$ cat config.mk
export PLATFORM = sky130hd
export DESIGN_NAME = fetch_pc_control
export DESIGN_NICKNAME = d
export VERILOG_FILES = /design/src/rtl/fetch_pc_control.sv
export SDC_FILE = /design/constraint.sdc
export NUM_CORES = 1
export LEC_CHECK = 0
export CAP_MARGIN = 20
export CORE_MARGIN = 4
export CORE_UTILIZATION = 57
export CTS_CLUSTER_SIZE = 30
export DETAILED_ROUTE_END_ITERATION = 8
export DONT_BUFFER_PORTS = 1
export PLACE_DENSITY = 0.74
export SYNTH_ARGS = -nofsm -noshare
export SYNTH_HDL_FRONTEND = slang
export SYNTH_SLANG_ARGS = --single-unit
$ cat constraint.sdc
create_clock -name clk -period 2.1 [get_ports clk]
set_input_delay 0.42 -clock clk [delete_from_list [all_inputs] [get_ports clk]]
set_output_delay 0.42 -clock clk [all_outputs]
set_load 0.01 [all_outputs]
$ cat src/rtl/fetch_pc_control.sv
`default_nettype none
// ============================================================================
// Module      : fetch_pc_control
// Description : Instruction-fetch front end. Owns the PC, drives the fetch
//               address to a combinational instruction memory, captures the
//               returned word into the IF/ID register, applies stalls,
//               branch/jump redirects with flush, out-of-range suppression,
//               and keeps fetch/bubble performance counters.
// Revision    : 1.0 - initial release
// ============================================================================
module fetch_pc_control #(
  parameter logic [31:0] RESET_PC   = 32'h0000_0000,
  parameter int unsigned IMEM_WORDS = 256,
  parameter logic [31:0] NOP_WORD   = 32'h0000_0000
) (
  input  logic        clk,
  input  logic        reset,
  input  logic        stall,
  input  logic        branch_taken,
  input  logic [31:0] branch_target,
  input  logic        jump,
  input  logic [31:0] jump_target,
  output logic [31:0] imem_address,
  input  logic [31:0] imem_instruction,
  output logic [31:0] if_id_instruction,
  output logic [31:0] if_id_pc_plus4,
  output logic        if_id_valid,
  output logic        redirect_misaligned,
  output logic [31:0] fetch_count,
  output logic [31:0] bubble_count
);

  // One past the last legal byte address; 33 bits so IMEM_WORDS*4 cannot overflow.
  localparam logic [32:0] IMEM_BYTES = 33'(IMEM_WORDS) * 33'd4;

  logic [31:0] pc_q, pc_d;
  logic [31:0] instr_q, instr_d;
  logic [31:0] pc4_q, pc4_d;
  logic        valid_q, valid_d;
  logic        mis_q, mis_d;
  logic [31:0] fetch_q, fetch_d;
  logic [31:0] bubble_q, bubble_d;

  logic        redirect;
  logic [31:0] sel_target;
  logic [31:0] aligned_target;
  logic [31:0] pc_plus4;
  logic        in_range;

  // Redirect selection: the EX-stage branch is older than the ID-stage jump, so it wins.
  always_comb begin
    redirect       = branch_taken | jump;
    sel_target     = branch_taken ? branch_target : jump_target;
    aligned_target = {sel_target[31:2], 2'b00};
    pc_plus4       = pc_q + 32'd4;
    in_range       = ({1'b0, pc_q} < IMEM_BYTES);
  end

  // Next-state for PC, IF/ID, misaligned flag and counters (redirect > stall > advance).
  always_comb begin
    pc_d     = pc_q;
    instr_d  = instr_q;
    pc4_d    = pc4_q;
    valid_d  = valid_q;
    fetch_d  = fetch_q;
    bubble_d = bubble_q;
    mis_d    = redirect && (sel_target[1:0] != 2'b00);
    if (redirect) begin
      // Flush the wrong-path fetch currently at pc.
      pc_d     = aligned_target;
      instr_d  = NOP_WORD;
      pc4_d    = 32'd0;
      valid_d  = 1'b0;
      bubble_d = bubble_q + 32'd1;
    end else if (stall) begin
      // Hold everything; stalled cycles are not counted.
    end else begin
      pc_d  = pc_plus4;
      pc4_d = pc_plus4;
      if (in_range) begin
        instr_d = imem_instruction;
        valid_d = 1'b1;
        fetch_d = fetch_q + 32'd1;
      end else begin
        // Memory data is meaningless out of range; inject a bubble instead.
        instr_d  = NOP_WORD;
        valid_d  = 1'b0;
        bubble_d = bubble_q + 32'd1;
      end
    end
  end

  // State registers with synchronous reset.
  always_ff @(posedge clk) begin
    if (reset) begin
      pc_q     <= RESET_PC;
      instr_q  <= NOP_WORD;
      pc4_q    <= 32'd0;
      valid_q  <= 1'b0;
      mis_q    <= 1'b0;
      fetch_q  <= 32'd0;
      bubble_q <= 32'd0;
    end else begin
      pc_q     <= pc_d;
      instr_q  <= instr_d;
      pc4_q    <= pc4_d;
      valid_q  <= valid_d;
      mis_q    <= mis_d;
      fetch_q  <= fetch_d;
      bubble_q <= bubble_d;
    end
  end

  assign imem_address        = pc_q;
  assign if_id_instruction   = instr_q;
  assign if_id_pc_plus4      = pc4_q;
  assign if_id_valid         = valid_q;
  assign redirect_misaligned = mis_q;
  assign fetch_count         = fetch_q;
  assign bubble_count        = bubble_q;

endmodule
`default_nettype wire
Word level (Yosys, flattened, before mapping)
Index checks and enable logic that the tools add are counted.
Widths: inputs -> output; s select.
{"block": "word_totals", "elab_cells": 30, "out_inout_bits": 162, "in_bits": 101, "regBits": 162}
{"block": "op_classes", "reduce_logical": 5, "n_eq_ne": 2, "order_cmp": 1, "add_sub_neg": 3, "muxes": 8, "n_bitwise": 3}
{"cell": "$mux 32", "count": 7}
{"cell": "$add 32x1->32 const B", "count": 2}
{"cell": "$add 32x3->32 const B", "count": 1}
{"cell": "$lt 32x11->1 const B", "count": 1}
{"cell": "$reduce_and 3->1", "count": 1}
{"cell": "$ne 2x1->1 const B", "count": 1}
{"cell": "$ne 2x2->1 const B", "count": 1}
{"cell": "$not 1->1", "count": 2}
{"cell": "$reduce_and 2->1", "count": 1}
{"cell": "$reduce_bool 2->1", "count": 1}
{"cell": "$reduce_or 2->1", "count": 1}
{"cell": "$logic_and 1x1->1", "count": 1}
{"cell": "$mux 1", "count": 1}
{"cell": "$or 1x1->1", "count": 1}

Depth between registers and ports, before layout
Gate-level depths: netlist of run 1.
{"block": "depth", "ltp_word": 4, "mapped_depth": 8, "ltp_nobuf": 6}

Worst setup path before layout of run 1
OpenSTA, ideal clock, no wires.
{"block": "synth_timing", "path_kind": "input to register", "from": "input port branch_taken", "to": "register fetch_q[30] (netlist: fetch_count[30])", "setup_time_ns": 0.070, "path_buffers": 1, "arrival_time_ns": 2.095, "t_required_ns": 2.030, "path_slack_ns": -0.065, "path_stages": 6, "cell_sequence": "buf_2 nor2_1 nand3_2 or4_4 or4_1 a21oi_1"}
{"block": "synth_between", "elab_chain_len": 3}
{"element": "from (decl)", "line": "19", "source": "input logic branch_taken,"}
{"element": "$or 1x1->1", "line": "52", "source": "redirect = branch_taken | jump;"}
{"element": "$not 1->1 (no line)"}
{"element": "$reduce_and 3->1 (no line)"}
{"element": "to (signal assigned)", "line": "109", "source": "fetch_q <= fetch_d;"}
{"element": "to (decl)", "line": "41", "source": "logic [31:0] fetch_q, fetch_d;"}
Every way passes these cells.
A chain may end at the register's enable or synchronous reset.

Final worst setup path of run 1
{"block": "layout_timing", "from": "register pc_q[17] (netlist: imem_address[17])", "to": "register fetch_q[28] (netlist: fetch_count[28])"}
{"block": "layout_between", "elab_chain_len": 2}
{"element": "from (decl)", "line": "36", "source": "logic [31:0] pc_q, pc_d;"}
{"element": "from (signal assigned)", "line": "104", "source": "pc_q <= pc_d;"}
{"element": "$lt 32x11->1", "line": "56", "source": "in_range = ({1'b0, pc_q} < IMEM_BYTES);"}
{"element": "$reduce_and 3->1 (no line)"}
Every way passes these cells.

==> key figures, run 1 <==
STA
  • Final setup violation count: 0
  • Crit path time final: 2.057 ns
  • Final Max Tran Viols: 0
  • Fraction of the cycle the final worst path needs: 97.96%
  • Highest clock rate: 486.1 MHz
  • Sum Neg Setup Slack: 0 ns
  • Slew of the pin with the lowest slew margin: 0.5382 ns
  • Setup repair after global routing missed its margin: yes
  • Worst clock skew: 0.007019 ns
  • Final Hold Vio Count: 0
  • Slew Limit Headroom: 64.04%
  • Worst setup slack after layout: 0.04281 ns

Synthesis
  • Synthesized area divided by synthesized cell count: 8.202 sq um
  • Flip-flop and latch count after synthesis: 158
  • Proportion of synthesized chip area in sequential cells: 42.15%
  • EDFF count, synth: 0
  • Flip-flop cell with the highest count after synthesis: sky130_fd_sc_hd__dfxtp_1
  • Number of standard cells after synthesis: 915
  • Count of synthesis-stage warnings from yosys: 0
  • Post-Syn Area: 7505 sq um
  • Asr flop ratio synth: 0%
  • Number of distinct standard cells referenced by the synthesized netlist: 55

Hold path
  • Worst hold path startpoint: reset
  • Cell depth of the worst min-delay path: 1
  • Worst hold endpoint: bubble_count[26]
  • Worst min-delay path category: input port to register

Routing
  • Met3 routed WL: 2318 um
  • Number of iterations in the first detailed-routing pass: 6
  • Average routed wire per standard cell: 20.54 um
  • Initial DRC Count: 579
  • Met2 wirelength from detailed routing: 11540 um
  • DRC errors left: 0
  • M1 wire length: 8862 um
  • Antenna-violating nets left: 0
  • Highest routed metal layer: met4
  • Routed Wire Length: 23490 um
  • Detailed-route vias per instance: 6.413
  • Overall via count from detail_route: 7337

Die
  • Number of top-level pins: 263
  • Rows: 41
  • Die Footprint: 15070 sq um
  • Height of the chip: 122.7 um
  • Placeable Area: 12770 sq um
  • Initial Util: 58.75%
  • Die extent in x: 122.7 um

Power and ir drop
  • Switching share of total power: 24.50%
  • Clock power share: 46.8%
  • Cell area power density: 770.8 nW/um^2
  • Total power consumption of the routed design: 0.006842 W
  • Static Leakage: 2.986 nW
  • Internal power: 0.005166 W
  • Seq pwr share: 45.6%
  • Power share of the combinational group: 7.6%
  • Switch Pwr: 0.001676 W
  • Maximum vdd drop: 0.0004381 V

Global route
  • Grt ovf: 0
  • Total routing usage reported by global routing: 29.61%
  • Via count of the first global-routing pass: 6954
  • Pin count of the biggest net entering global routing: 92
  • First-pass GRT wire length: 35180 um
  • Initial antenna violation count: 0

Worst setup path
  • Cells along the critical path: nor4_4, nand4_1, or4_4, or4_1, a21oi_1
  • Delay of the slowest cell on the worst path: 0.60 ns
  • Worst reg2reg endpoint: fetch_count[28]
  • Type of the worst setup path: register to register
  • Buf/Inv on CP: 0
  • Critical path fanouts, max: 6
  • Category of the worst setup path capture point: register
  • Worst path slowest cell: sky130_fd_sc_hd__or4_4
  • CP top delay family: simple AND/OR/NAND/NOR gates
  • Worst Path Required: 2.45 ns
  • Startpoint of the lowest-slack register-to-register path: imem_address[17]
  • Reg-to-reg slack, setup: 0.04 ns
  • Startpoint type of the worst setup path: register
  • Worst Reg-to-Reg Cells: 5
  • Data arrival time of the critical path: 2.41 ns

CTS
  • Clock buffer depth: 2
  • CTS HTree Levels: 4
  • Clock-pin slew reported for the worst setup and hold paths after clock tree synthesis: 0.06 ns
  • Inserted Clock Buffers: 17
  • CTS tree: done
  • Insertion delay to the later sink of the worst-skew pair: 0.42 ns
  • Cts hold-fix bufs: 0
  • Clock Tree Root: sky130_fd_sc_hd__clkbuf_16
  • TritonCTS Sinks: 158

Layout
  • Diodes inserted: 0
  • Area Overhead vs Synth: 18.27%
  • Utilization after layout: 69.49%
  • Fraction of layout cells with a size suffix above 1: 15.84%
  • Post-route cell area: 8876 sq um
  • Number of nets in the layout: 1063
  • Filler cells: 1020
  • Top library cells by usage in the layout, fill and taps aside: sky130_fd_sc_hd__dfxtp_1 (153), sky130_fd_sc_hd__a21oi_1 (106), sky130_fd_sc_hd__nand2_1 (90)
  • Most frequent standard cell in the layout excluding fill and tap cells: sky130_fd_sc_hd__dfxtp_1

Placement
  • Standard cell area after detailed placement: 8127 sq um
  • Input/output buffers: 0
  • Half-perimeter wire length after detailed placement: 16660 um
  • Dpl ws: -0.1393 ns
  • Last weighted congestion value of the routability-driven placer: 0.8865

Outcome
  • Outcome: finished, final reports clean

Job
  • Maximum Capacitance Violations: 0
==> per-stage QoR <==
| step | instances | hold slack, ns |
|---|---|---|
| detailed placement | 1110 | 0.4982 |
| CTS | 1143 | 0.04849 |
| global placement | 1110 | 0.4964 |
| finish | 1144 | 0.05592 |
| floorplan | 918 | 0.4666 |
| global route | 1144 | 0.04469 |
==> cell type report <==
| class | instances | area (sq um) | area share [%] |
|---|---|---|---|
| multi-input combinational | 677 | 4135 | 46.59 |
| sequential | 158 | 3169 | 35.71 |
| timing repair buffer | 90 | 691.9 | 7.795 |
| clock buffer | 18 | 429.2 | 4.835 |
| tap | 172 | 215.2 | 2.425 |
| clock inverter | 14 | 178.9 | 2.016 |
| inverter | 15 | 56.30 | 0.6343 |
==> flip-flops by register name, summed over array words and instances, names as in the netlist <==
name	count
if_id_valid	1
if_id_pc_plus4	30
redirect_misaligned	1
imem_address	30
fetch_count	32
if_id_instruction	32
bubble_count	32
==> power by group through the flow <==
stage | sequential [W] | combinational (W) | clock (W)
2_1_floorplan | 0.00322 | 0.000332 | 0
3_3_place_gp | 0.00317 | 0.000482 | 0
3_5_place_dp | 0.00318 | 0.000494 | 0
4_1_cts | 0.00312 | 0.000508 | 0.00322
5_1_grt | 0.00313 | 0.000561 | 0.00336
6_report | 0.00312 | 0.000519 | 0.00320
==> cell families after synthesis <==
logic type | Yosys count | synth area share (%)
AO/OA/AOI/OAI | 228 | 18.42
XOR/XNOR | 58 | 6.769
adder cells (fa/ha/maj) | 3 | 0.5002
buffers and inverters | 83 | 4.502
flip-flops | 158 | 42.15
multiplexers | 6 | 0.8003
other | 1 | 0.04997
AND/OR/NAND/NOR | 378 | 26.81
==> how the worst max path moves through the flow <==
stage                           from         endpoint  slack [ns]  depth (start not counted)
global placement    imem_address[14]  fetch_count[30]       -0.05                          5
detailed placement  imem_address[14]  fetch_count[30]       -0.14                          5
finish              imem_address[17]  fetch_count[28]        0.04                          5
global route        imem_address[25]  fetch_count[30]       -0.07                          5
CTS                 imem_address[13]  fetch_count[30]       0.005                          5
floorplan           imem_address[11]  fetch_count[30]        0.01                          6
==> synthesized netlist by cell type (4+ instances only) <==
| cell | count | area share (%) |
|---|---|---|
| sky130_fd_sc_hd__dfxtp_1 | 158 | 42 |
| sky130_fd_sc_hd__a21oi_1 | 108 | 7.2 |
| sky130_fd_sc_hd__nand2_1 | 90 | 4.5 |
| sky130_fd_sc_hd__nor2_1 | 72 | 3.6 |
| sky130_fd_sc_hd__nand3_1 | 56 | 3.7 |
| sky130_fd_sc_hd__clkbuf_1 | 52 | 2.6 |
| sky130_fd_sc_hd__xnor2_1 | 43 | 5.0 |
| sky130_fd_sc_hd__o21ai_0 | 28 | 1.9 |
| sky130_fd_sc_hd__nor4_1 | 26 | 2.2 |
| sky130_fd_sc_hd__o22ai_1 | 26 | 2.2 |
| sky130_fd_sc_hd__or3_1 | 25 | 2.1 |
| sky130_fd_sc_hd__nand3b_1 | 21 | 2.1 |
| sky130_fd_sc_hd__a211oi_1 | 19 | 1.9 |
| sky130_fd_sc_hd__nand4_1 | 19 | 1.6 |
| sky130_fd_sc_hd__and3_1 | 16 | 1.3 |
| sky130_fd_sc_hd__xor2_1 | 15 | 1.8 |
| sky130_fd_sc_hd__a22o_1 | 14 | 1.6 |
| sky130_fd_sc_hd__and4_1 | 14 | 1.6 |
| sky130_fd_sc_hd__inv_1 | 13 | 0.65 |
| sky130_fd_sc_hd__nor3_1 | 11 | 0.73 |
| sky130_fd_sc_hd__buf_1 | 8 | 0.40 |
| sky130_fd_sc_hd__o31ai_1 | 8 | 0.80 |
| sky130_fd_sc_hd__or4_1 | 7 | 0.70 |
| sky130_fd_sc_hd__mux2i_1 | 6 | 0.80 |
| sky130_fd_sc_hd__o2111ai_1 | 6 | 0.70 |
| sky130_fd_sc_hd__o211ai_1 | 5 | 0.50 |
| sky130_fd_sc_hd__and2_1 | 4 | 0.33 |
| sky130_fd_sc_hd__buf_4 | 4 | 0.40 |
==> per-layer routing <==
layer | global-route usage (%) | vias to the layer above
met5 | 0 | -
met3 | 10.18 | 75
li1 | - | 3425
met2 | 50.43 | 408
met1 | 33.54 | 3429
met4 | 12.95 | 0
==> timing repair <==
item	4_1_cts	5_1_grt
endpoints found under the setup margin	5	27
setup buffers	1	0
cloned	0	1
resized for setup	6	20
pin swaps	6	5
(Power assumes the default switching activity.)
==> inputs of run 2 (changes only) <==
--- a/config.mk
+++ b/config.mk
@@ -7,11 +7,10 @@
 export LEC_CHECK = 0
 export CAP_MARGIN = 20
 export CORE_MARGIN = 4
-export CORE_UTILIZATION = 57
+export CORE_UTILIZATION = 41
 export CTS_CLUSTER_SIZE = 30
 export DETAILED_ROUTE_END_ITERATION = 8
-export DONT_BUFFER_PORTS = 1
-export PLACE_DENSITY = 0.74
+export PLACE_DENSITY = 0.76
 export SYNTH_ARGS = -nofsm -noshare
 export SYNTH_HDL_FRONTEND = slang
 export SYNTH_SLANG_ARGS = --single-unit
==> key figures, run 2 (same netlist as run 1, synthesis figures left out) <==
Die
  • Initial Util: 41.78% (-17 points)
  • Die extent in x: 143.3 um (+17%)
  • Number of top-level pins: 263 (unchanged)
  • Die Footprint: 20530 sq um (+36%)
  • Placeable Area: 17960 sq um (+41%)
  • Rows: 49 (+20%)
  • Height of the chip: 143.3 um (+17%)

Outcome
  • Outcome: finished with violations
  • Violated checks: negative setup slack

Job
  • Maximum Capacitance Violations: 0 (unchanged)

Layout
  • Number of nets in the layout: 1319 (+24%)
  • Most frequent standard cell in the layout excluding fill and tap cells: sky130_fd_sc_hd__clkdlybuf4s50_1
  • Area of the multi-input gates: 4139 sq um (about the same)
  • Top library cells by usage in the layout, fill and taps aside: sky130_fd_sc_hd__clkdlybuf4s50_1 (254), sky130_fd_sc_hd__dfxtp_1 (157), sky130_fd_sc_hd__a21oi_1 (107)
  • Diodes inserted: 0 (unchanged)
  • Area Overhead vs Synth: 53.08%
  • Seq. cell area: 3164 sq um (-0.16%)
  • Filler cells: 1516 (+49%)
  • Fraction of layout cells with a size suffix above 1: 12.62% (-3.2 points)

Global route
  • First-pass GRT wire length: 40310 um (+15%)
  • Via count of the first global-routing pass: 7610 (+9.4%)
  • Total routing usage reported by global routing: 24.49% (-5.1 points)
  • Pin count of the biggest net entering global routing: 54 (-41%)
  • Initial antenna violation count: 3 (+3)
  • Grt ovf: 0 (unchanged)

Hold path
  • Worst min-delay path category: register to register

CTS
  • Clock Tree Root: sky130_fd_sc_hd__clkbuf_16
  • Inserted Clock Buffers: 17 (unchanged)
  • Clock buffer depth: 2 (unchanged)
  • CTS HTree Levels: 4 (unchanged)
  • CTS tree: done
  • TritonCTS Sinks: 158 (unchanged)
  • Clock-pin slew reported for the worst setup and hold paths after clock tree synthesis: 0.07 ns (about the same)
  • Insertion delay to the later sink of the worst-skew pair: 0.43 ns (about the same)
  • Cts hold-fix bufs: 0 (unchanged)

STA
  • Sum Neg Setup Slack: -0.006441 ns (-0.006441 ns)
  • Slew of the pin with the lowest slew margin: 0.5504 ns (+0.01221 ns)
  • Fraction of the cycle the final worst path needs: 100.2% (+2.3 points)
  • Crit path time final: 2.105 ns (+0.04760 ns)
  • Setup repair after global routing missed its margin: yes
  • Final Max Tran Viols: 0 (unchanged)
  • Worst clock skew: 0.009041 ns (+0.002022 ns)
  • Highest clock rate: 475.1 MHz (-2.3%)
  • Slew Limit Headroom: 63.30% (-0.74 points)
  • Final setup violation count: 2 (+2)
  • Final Hold Vio Count: 0 (unchanged)
  • Worst setup slack after layout: -0.004787 ns (-0.04760 ns)

Placement
  • Half-perimeter wire length after detailed placement: 19040 um (+14%)
  • Input/output buffers: 258 (+258)
  • Last weighted congestion value of the routability-driven placer: 0.8841 (-0.27%)

Power and ir drop
  • Clock power share: 43.3% (-3.5 points)
  • Maximum vdd drop: 0.0005847 V (+33%)
  • Cell area power density: 616.7 nW/um^2 (-20%)
  • Switching share of total power: 26.65% (+2.1 points)
  • Switch Pwr: 0.001888 W (+13%)
  • Internal power: 0.005197 W (+0.61%)
  • Total power consumption of the routed design: 0.007085 W (+3.5%)
  • Seq pwr share: 44.0% (-1.6 points)
  • Power share of the combinational group: 12.7% (+5.1 points)
  • Static Leakage: 3.886 nW (+30%)

Routing
  • Antenna-violating nets left: 0 (unchanged)
  • Overall via count from detail_route: 8070 (+10%)
  • Initial DRC Count: 490 (-15%)
  • Number of iterations in the first detailed-routing pass: 5 (-1)
  • Detailed-route vias per instance: 5.539 (-14%)
  • Routed Wire Length: 26250 um (+12%)
  • DRC errors left: 0 (unchanged)
  • Average routed wire per standard cell: 18.02 um (-12%)

Worst setup path
  • Worst Path Required: 2.46 ns (about the same)
  • Reg-to-reg slack, setup: -0.005 ns (-0.05 ns)
  • Critical path fanouts, max: 5 (-1)
  • Type of the worst setup path: register to register
  • Category of the worst setup path capture point: register
  • Startpoint type of the worst setup path: register
  • Data arrival time of the critical path: 2.47 ns (+0.06 ns)
==> run 2: cell types whose count changed in the layout (fill, tap and decap cells not counted), sizes merged <==
cell | previous run | this run
inv | 20 | 23
buf | 89 | 92
clkinv | 4 | 3
bufinv | 3 | 1
clkdlybuf4s15 | 1 | 0
clkdlybuf4s50 | 0 | 254
==> run 2: critical path, stage by stage, from the launching register on <==
cell	delay [ns]
sky130_fd_sc_hd__dfxtp_2	0.33
sky130_fd_sc_hd__nor4_4	0.28
sky130_fd_sc_hd__buf_4	0.15
sky130_fd_sc_hd__nand4_1	0.14
sky130_fd_sc_hd__or4_4	0.58
sky130_fd_sc_hd__or4_4	0.43
sky130_fd_sc_hd__a21oi_2	0.12
==> run 2: path summary, 6_finish.rpt <==
kind                            cells past startpoint           endpoint              start
worst min-delay path                                2  if_id_pc_plus4[9]  if_id_pc_plus4[9]
worst max-delay path                                6    fetch_count[30]   imem_address[17]
worst max register to register                      6    fetch_count[30]   imem_address[17]
worst min register to register                      2  if_id_pc_plus4[9]  if_id_pc_plus4[9]
==> run 2: metal layers <==
| metal | part of all wire [%] | track usage [%] | vias to the layer above |
|---|---|---|---|
| met3 | 7.3 | 6.223 | 45 |
| li1 | - | - | 3942 |
| met4 | 2.3 | 7.681 | 6 |
| met1 | 42 | 31.99 | 3802 |
| met5 | 0.14 | 0 | - |
| met2 | 48 | 39.99 | 275 |
==> run 2: metrics by stage <==
| stage | cells | setup slack (ns) | util, % | hold WS, ns | instance area (sq um) |
|---|---|---|---|---|---|
| after global routing | 1457 | -0.1076 | 63.95 | 0.4673 | 11490 |
| after detailed placement | 1425 | -0.1680 | 60.08 | 0.4376 | 10790 |
| after CTS | 1457 | -0.002298 | 63.47 | 0.4480 | 11400 |
| after floorplan | 918 | 0.01028 | - | 0.4666 | 7518 |
| final | 1457 | -0.004787 | 63.95 | 0.4514 | 11490 |
| after global placement | 1425 | -0.1356 | 60.08 | 0.4342 | 10790 |
==> run 2: power groups by stage <==
stage	Sequential, W	Combinational [W]	Clock (W)
final	0.00311	0.000903	0.00307
after global routing	0.00312	0.000968	0.00324
after CTS	0.00311	0.000893	0.00311
after detailed placement	0.00317	0.000884	0
after global placement	0.00317	0.000877	0
after floorplan	0.00322	0.000332	0
==> run 2: area by class of cell <==
cell class / instances / area share (%)
Timing Repair Buffer: 346 / 28.44
Clock buffer: 18 / 3.736
Multi-Input combinational cell: 677 / 36.03
Tap cell: 229 / 2.494
Inverter: 15 / 0.4901
Clock inverter: 14 / 1.274
Sequential cell: 158 / 27.54
==> run 2: repair_timing <==
action	CTS	global route
endpoints found under the setup margin	10	30
resized for setup	6	17
gates cloned	0	0
buffers inserted	0	0
pin swaps	4	1
==> inputs of run 3 (changes only) <==
--- a/config.mk
+++ b/config.mk
@@ -6,11 +6,14 @@
 export NUM_CORES = 1
 export LEC_CHECK = 0
 export CAP_MARGIN = 20
+export CELL_PAD_IN_SITES_DETAIL_PLACEMENT = 1
+export CELL_PAD_IN_SITES_GLOBAL_PLACEMENT = 1
 export CORE_MARGIN = 4
-export CORE_UTILIZATION = 41
+export CORE_UTILIZATION = 33
 export CTS_CLUSTER_SIZE = 30
 export DETAILED_ROUTE_END_ITERATION = 8
-export PLACE_DENSITY = 0.76
+export PLACE_DENSITY = 0.8
+export SETUP_SLACK_MARGIN = 0.05
 export SYNTH_ARGS = -nofsm -noshare
 export SYNTH_HDL_FRONTEND = slang
 export SYNTH_SLANG_ARGS = --single-unit
==> constraint.sdc (replaced) <==
create_clock -name clk -period 2.2 [get_ports clk]
set_input_delay 0.44 -clock clk [delete_from_list [all_inputs] [get_ports clk]]
set_output_delay 0.44 -clock clk [all_outputs]
set_load 0.01 [all_outputs]
==> key figures, run 3 (same netlist as run 1, synthesis figures left out) <==
Routing
  • Initial DRC Count: 477 (-2.7%)
  • Overall via count from detail_route: 8261 (+2.4%)
  • Antenna-violating nets left: 0 (unchanged)
  • Average routed wire per standard cell: 20.23 um (+12%)
  • Number of iterations in the first detailed-routing pass: 5 (unchanged)
  • Routed Wire Length: 30510 um (+16%)
  • Detailed-route vias per instance: 5.478 (-1.1%)
  • DRC errors left: 0 (unchanged)

Worst setup path
  • Worst Path Required: 2.56 ns (+0.10 ns)
  • Critical path endpoint: fetch_count[30]
  • Reg-to-reg slack, setup: 0.13 ns (+0.14 ns)
  • Data arrival time of the critical path: 2.43 ns (-0.04 ns)
  • Worst reg2reg endpoint: fetch_count[30]
  • Crit. Startpoint: imem_address[14]
  • Delay of the slowest cell on the worst path: 0.55 ns (-0.03 ns)
  • Critical path fanouts, max: 5 (unchanged)
  • Type of the worst setup path: register to register
  • Worst path slowest cell: sky130_fd_sc_hd__or4_4
  • Category of the worst setup path capture point: register
  • Worst Reg-to-Reg Cells: 6 (unchanged)
  • Startpoint type of the worst setup path: register
  • Cells along the critical path: nor4_4, buf_4, nand4_1, or4_4, or4_4, a21oi_2
  • Most common cell type on the critical path: sky130_fd_sc_hd__or4_4
  • Startpoint of the lowest-slack register-to-register path: imem_address[14]

Global route
  • Via count of the first global-routing pass: 8431 (+11%)
  • Total routing usage reported by global routing: 23.19% (-1.3 points)
  • First-pass GRT wire length: 47580 um (+18%)
  • Grt ovf: 0 (unchanged)
  • Initial antenna violation count: 7 (+4)
  • Pin count of the biggest net entering global routing: 68 (+26%)

Die
  • Rows: 54 (+10%)
  • Height of the chip: 158.8 um (+11%)
  • Die Footprint: 25220 sq um (+23%)
  • Number of top-level pins: 263 (unchanged)
  • Initial Util: 33.97% (-7.8 points)
  • Die extent in x: 158.8 um (+11%)
  • Placeable Area: 22090 sq um (+23%)

STA
  • Hold_ws: 0.3792 ns (-0.07216 ns)
  • Setup repair after global routing missed its margin: yes
  • Highest clock rate: 483.2 MHz (+1.7%)
  • Crit path time final: 2.069 ns (-0.03537 ns)
  • Worst clock skew: 0.01226 ns (+0.003219 ns)
  • Slew of the pin with the lowest slew margin: 0.7483 ns (+0.1978 ns)
  • Fraction of the cycle the final worst path needs: 94.06% (-6.2 points)
  • Slew Limit Headroom: 50.12% (-13 points)
  • Final Hold Vio Count: 0 (unchanged)
  • Final Max Tran Viols: 0 (unchanged)
  • Final setup violation count: 0 (-2)
  • Sum Neg Setup Slack: 0 ns (+0.006441 ns)

Layout
  • Fraction of layout cells with a size suffix above 1: 13.40% (+0.78 points)
  • Filler cells: 2608 (+72%)
  • Area Overhead vs Synth: 55.03%
  • Area of the multi-input gates: 4212 sq um (+1.8%)
  • Top library cells by usage in the layout, fill and taps aside: sky130_fd_sc_hd__clkdlybuf4s50_1 (254), sky130_fd_sc_hd__dfxtp_1 (156), sky130_fd_sc_hd__a21oi_1 (106)
  • Most frequent standard cell in the layout excluding fill and tap cells: sky130_fd_sc_hd__clkdlybuf4s50_1
  • Seq. cell area: 3166 sq um (about the same)
  • Number of nets in the layout: 1316 (-0.23%)
  • Post-route cell area: 11630 sq um (+1.3%)

CTS
  • TritonCTS Sinks: 158 (unchanged)
  • Inserted Clock Buffers: 17 (unchanged)
  • Insertion delay to the later sink of the worst-skew pair: 0.43 ns (about the same)
  • CTS tree: done
  • Clock Tree Root: sky130_fd_sc_hd__clkbuf_16
  • Clock-pin slew reported for the worst setup and hold paths after clock tree synthesis: 0.07 ns (about the same)
  • Clock buffer depth: 2 (unchanged)
  • CTS HTree Levels: 4 (unchanged)

Power and ir drop
  • Maximum vdd drop: 0.0005699 V (-2.5%)
  • Cell area power density: 596.3 nW/um^2 (-3.3%)
  • Static Leakage: 3.895 nW (+0.22%)
  • Total power consumption of the routed design: 0.006938 W (-2.1%)

Outcome
  • Outcome: finished, final reports clean

Placement
  • Half-perimeter wire length after detailed placement: 21930 um (+15%)
  • Input/output buffers: 258 (unchanged)
  • Last weighted congestion value of the routability-driven placer: 0.9023 (+2.1%)
  • Standard cell area after detailed placement: 10810 sq um (+0.17%)

Hold path
  • Worst min-delay path category: input port to register

Job
  • Maximum Capacitance Violations: 0 (unchanged)
-- run 3: changes by cell type in the layout (fill, tap and decap cells not counted), sizes merged --
| cell | change |
|---|---|
| buf | -5 |
| diode | +4 |
| bufinv | +1 |
| clkdlybuf4s15 | +1 |
| clkinv | -1 |
| clkinvlp | -1 |
| inv | +1 |
-- run 3: final cells by class --
class	instances	area share [%]
multi-input combinational	677	36.20
clock inverter	14	1.473
inverter	15	0.4839
sequential	158	27.21
clock buffer	17	3.656
antenna	4	0.08603
timing repair buffer	343	27.88
tap	280	3.011
-- run 3: routing by layer --
metal / vias to the layer above / track usage [%] / part of all wire [%]
met5: - / 0 / 0.16
met4: 6 / 7.732 / 2.2
met3: 45 / 6.221 / 6.0
met2: 254 / 38.74 / 49
met1: 4031 / 29.17 / 43
li1: 3925 / - / -
-- run 3: how the worst min path moves through the flow --
stage                                     start                    end  slack, ns  depth (start not counted)
after floorplan               if_id_pc_plus4[9]      if_id_pc_plus4[9]       0.47                          2
after global placement    if_id_instruction[13]  if_id_instruction[13]       0.44                          2
after detailed placement      if_id_pc_plus4[9]      if_id_pc_plus4[9]       0.44                          2
after CTS                                 reset            if_id_valid       0.36                          3
after global routing                      reset            if_id_valid       0.38                          3
final                                     reset            if_id_valid       0.38                          3
-- run 3: through the flow --
stage | setup slack [ns] | utilization (%) | std cells
after global routing | 0.009326 | 52.66 | 1508
after floorplan | 0.1048 | - | 918
after CTS | 0.03051 | 51.75 | 1501
after detailed placement | 0.002116 | 48.94 | 1470
final | 0.1306 | 52.66 | 1508
after global placement | 0.1036 | 48.94 | 1470
-- run 3: what timing repair did --
item / in CTS / in global routing
gates resized for setup: 4 / 35
pin swaps: 0 / 3
cloned: 0 / 2
setup endpoints to repair: 9 / 52
hold endpoints to repair: 0 / 0
buffers inserted: 0 / 1
hold buffers: 0 / 0
-- run 3: power by group --
group          leakage [nW]  internal (W)  total (W)  switching, W
registers              1.28       0.00292    0.00297     0.0000572
logic                  2.32      0.000445   0.000888      0.000442
clock network         0.292       0.00172    0.00308       0.00136
total                  3.89       0.00508    0.00694       0.00186
-- run 3: worst max-delay path: cells and delay by family (launching register included) --
kind,cells,cell delay (ns)
buf+inv,1,0.16
simple gates,4,1.38
flops,1,0.34
compound gates,1,0.13
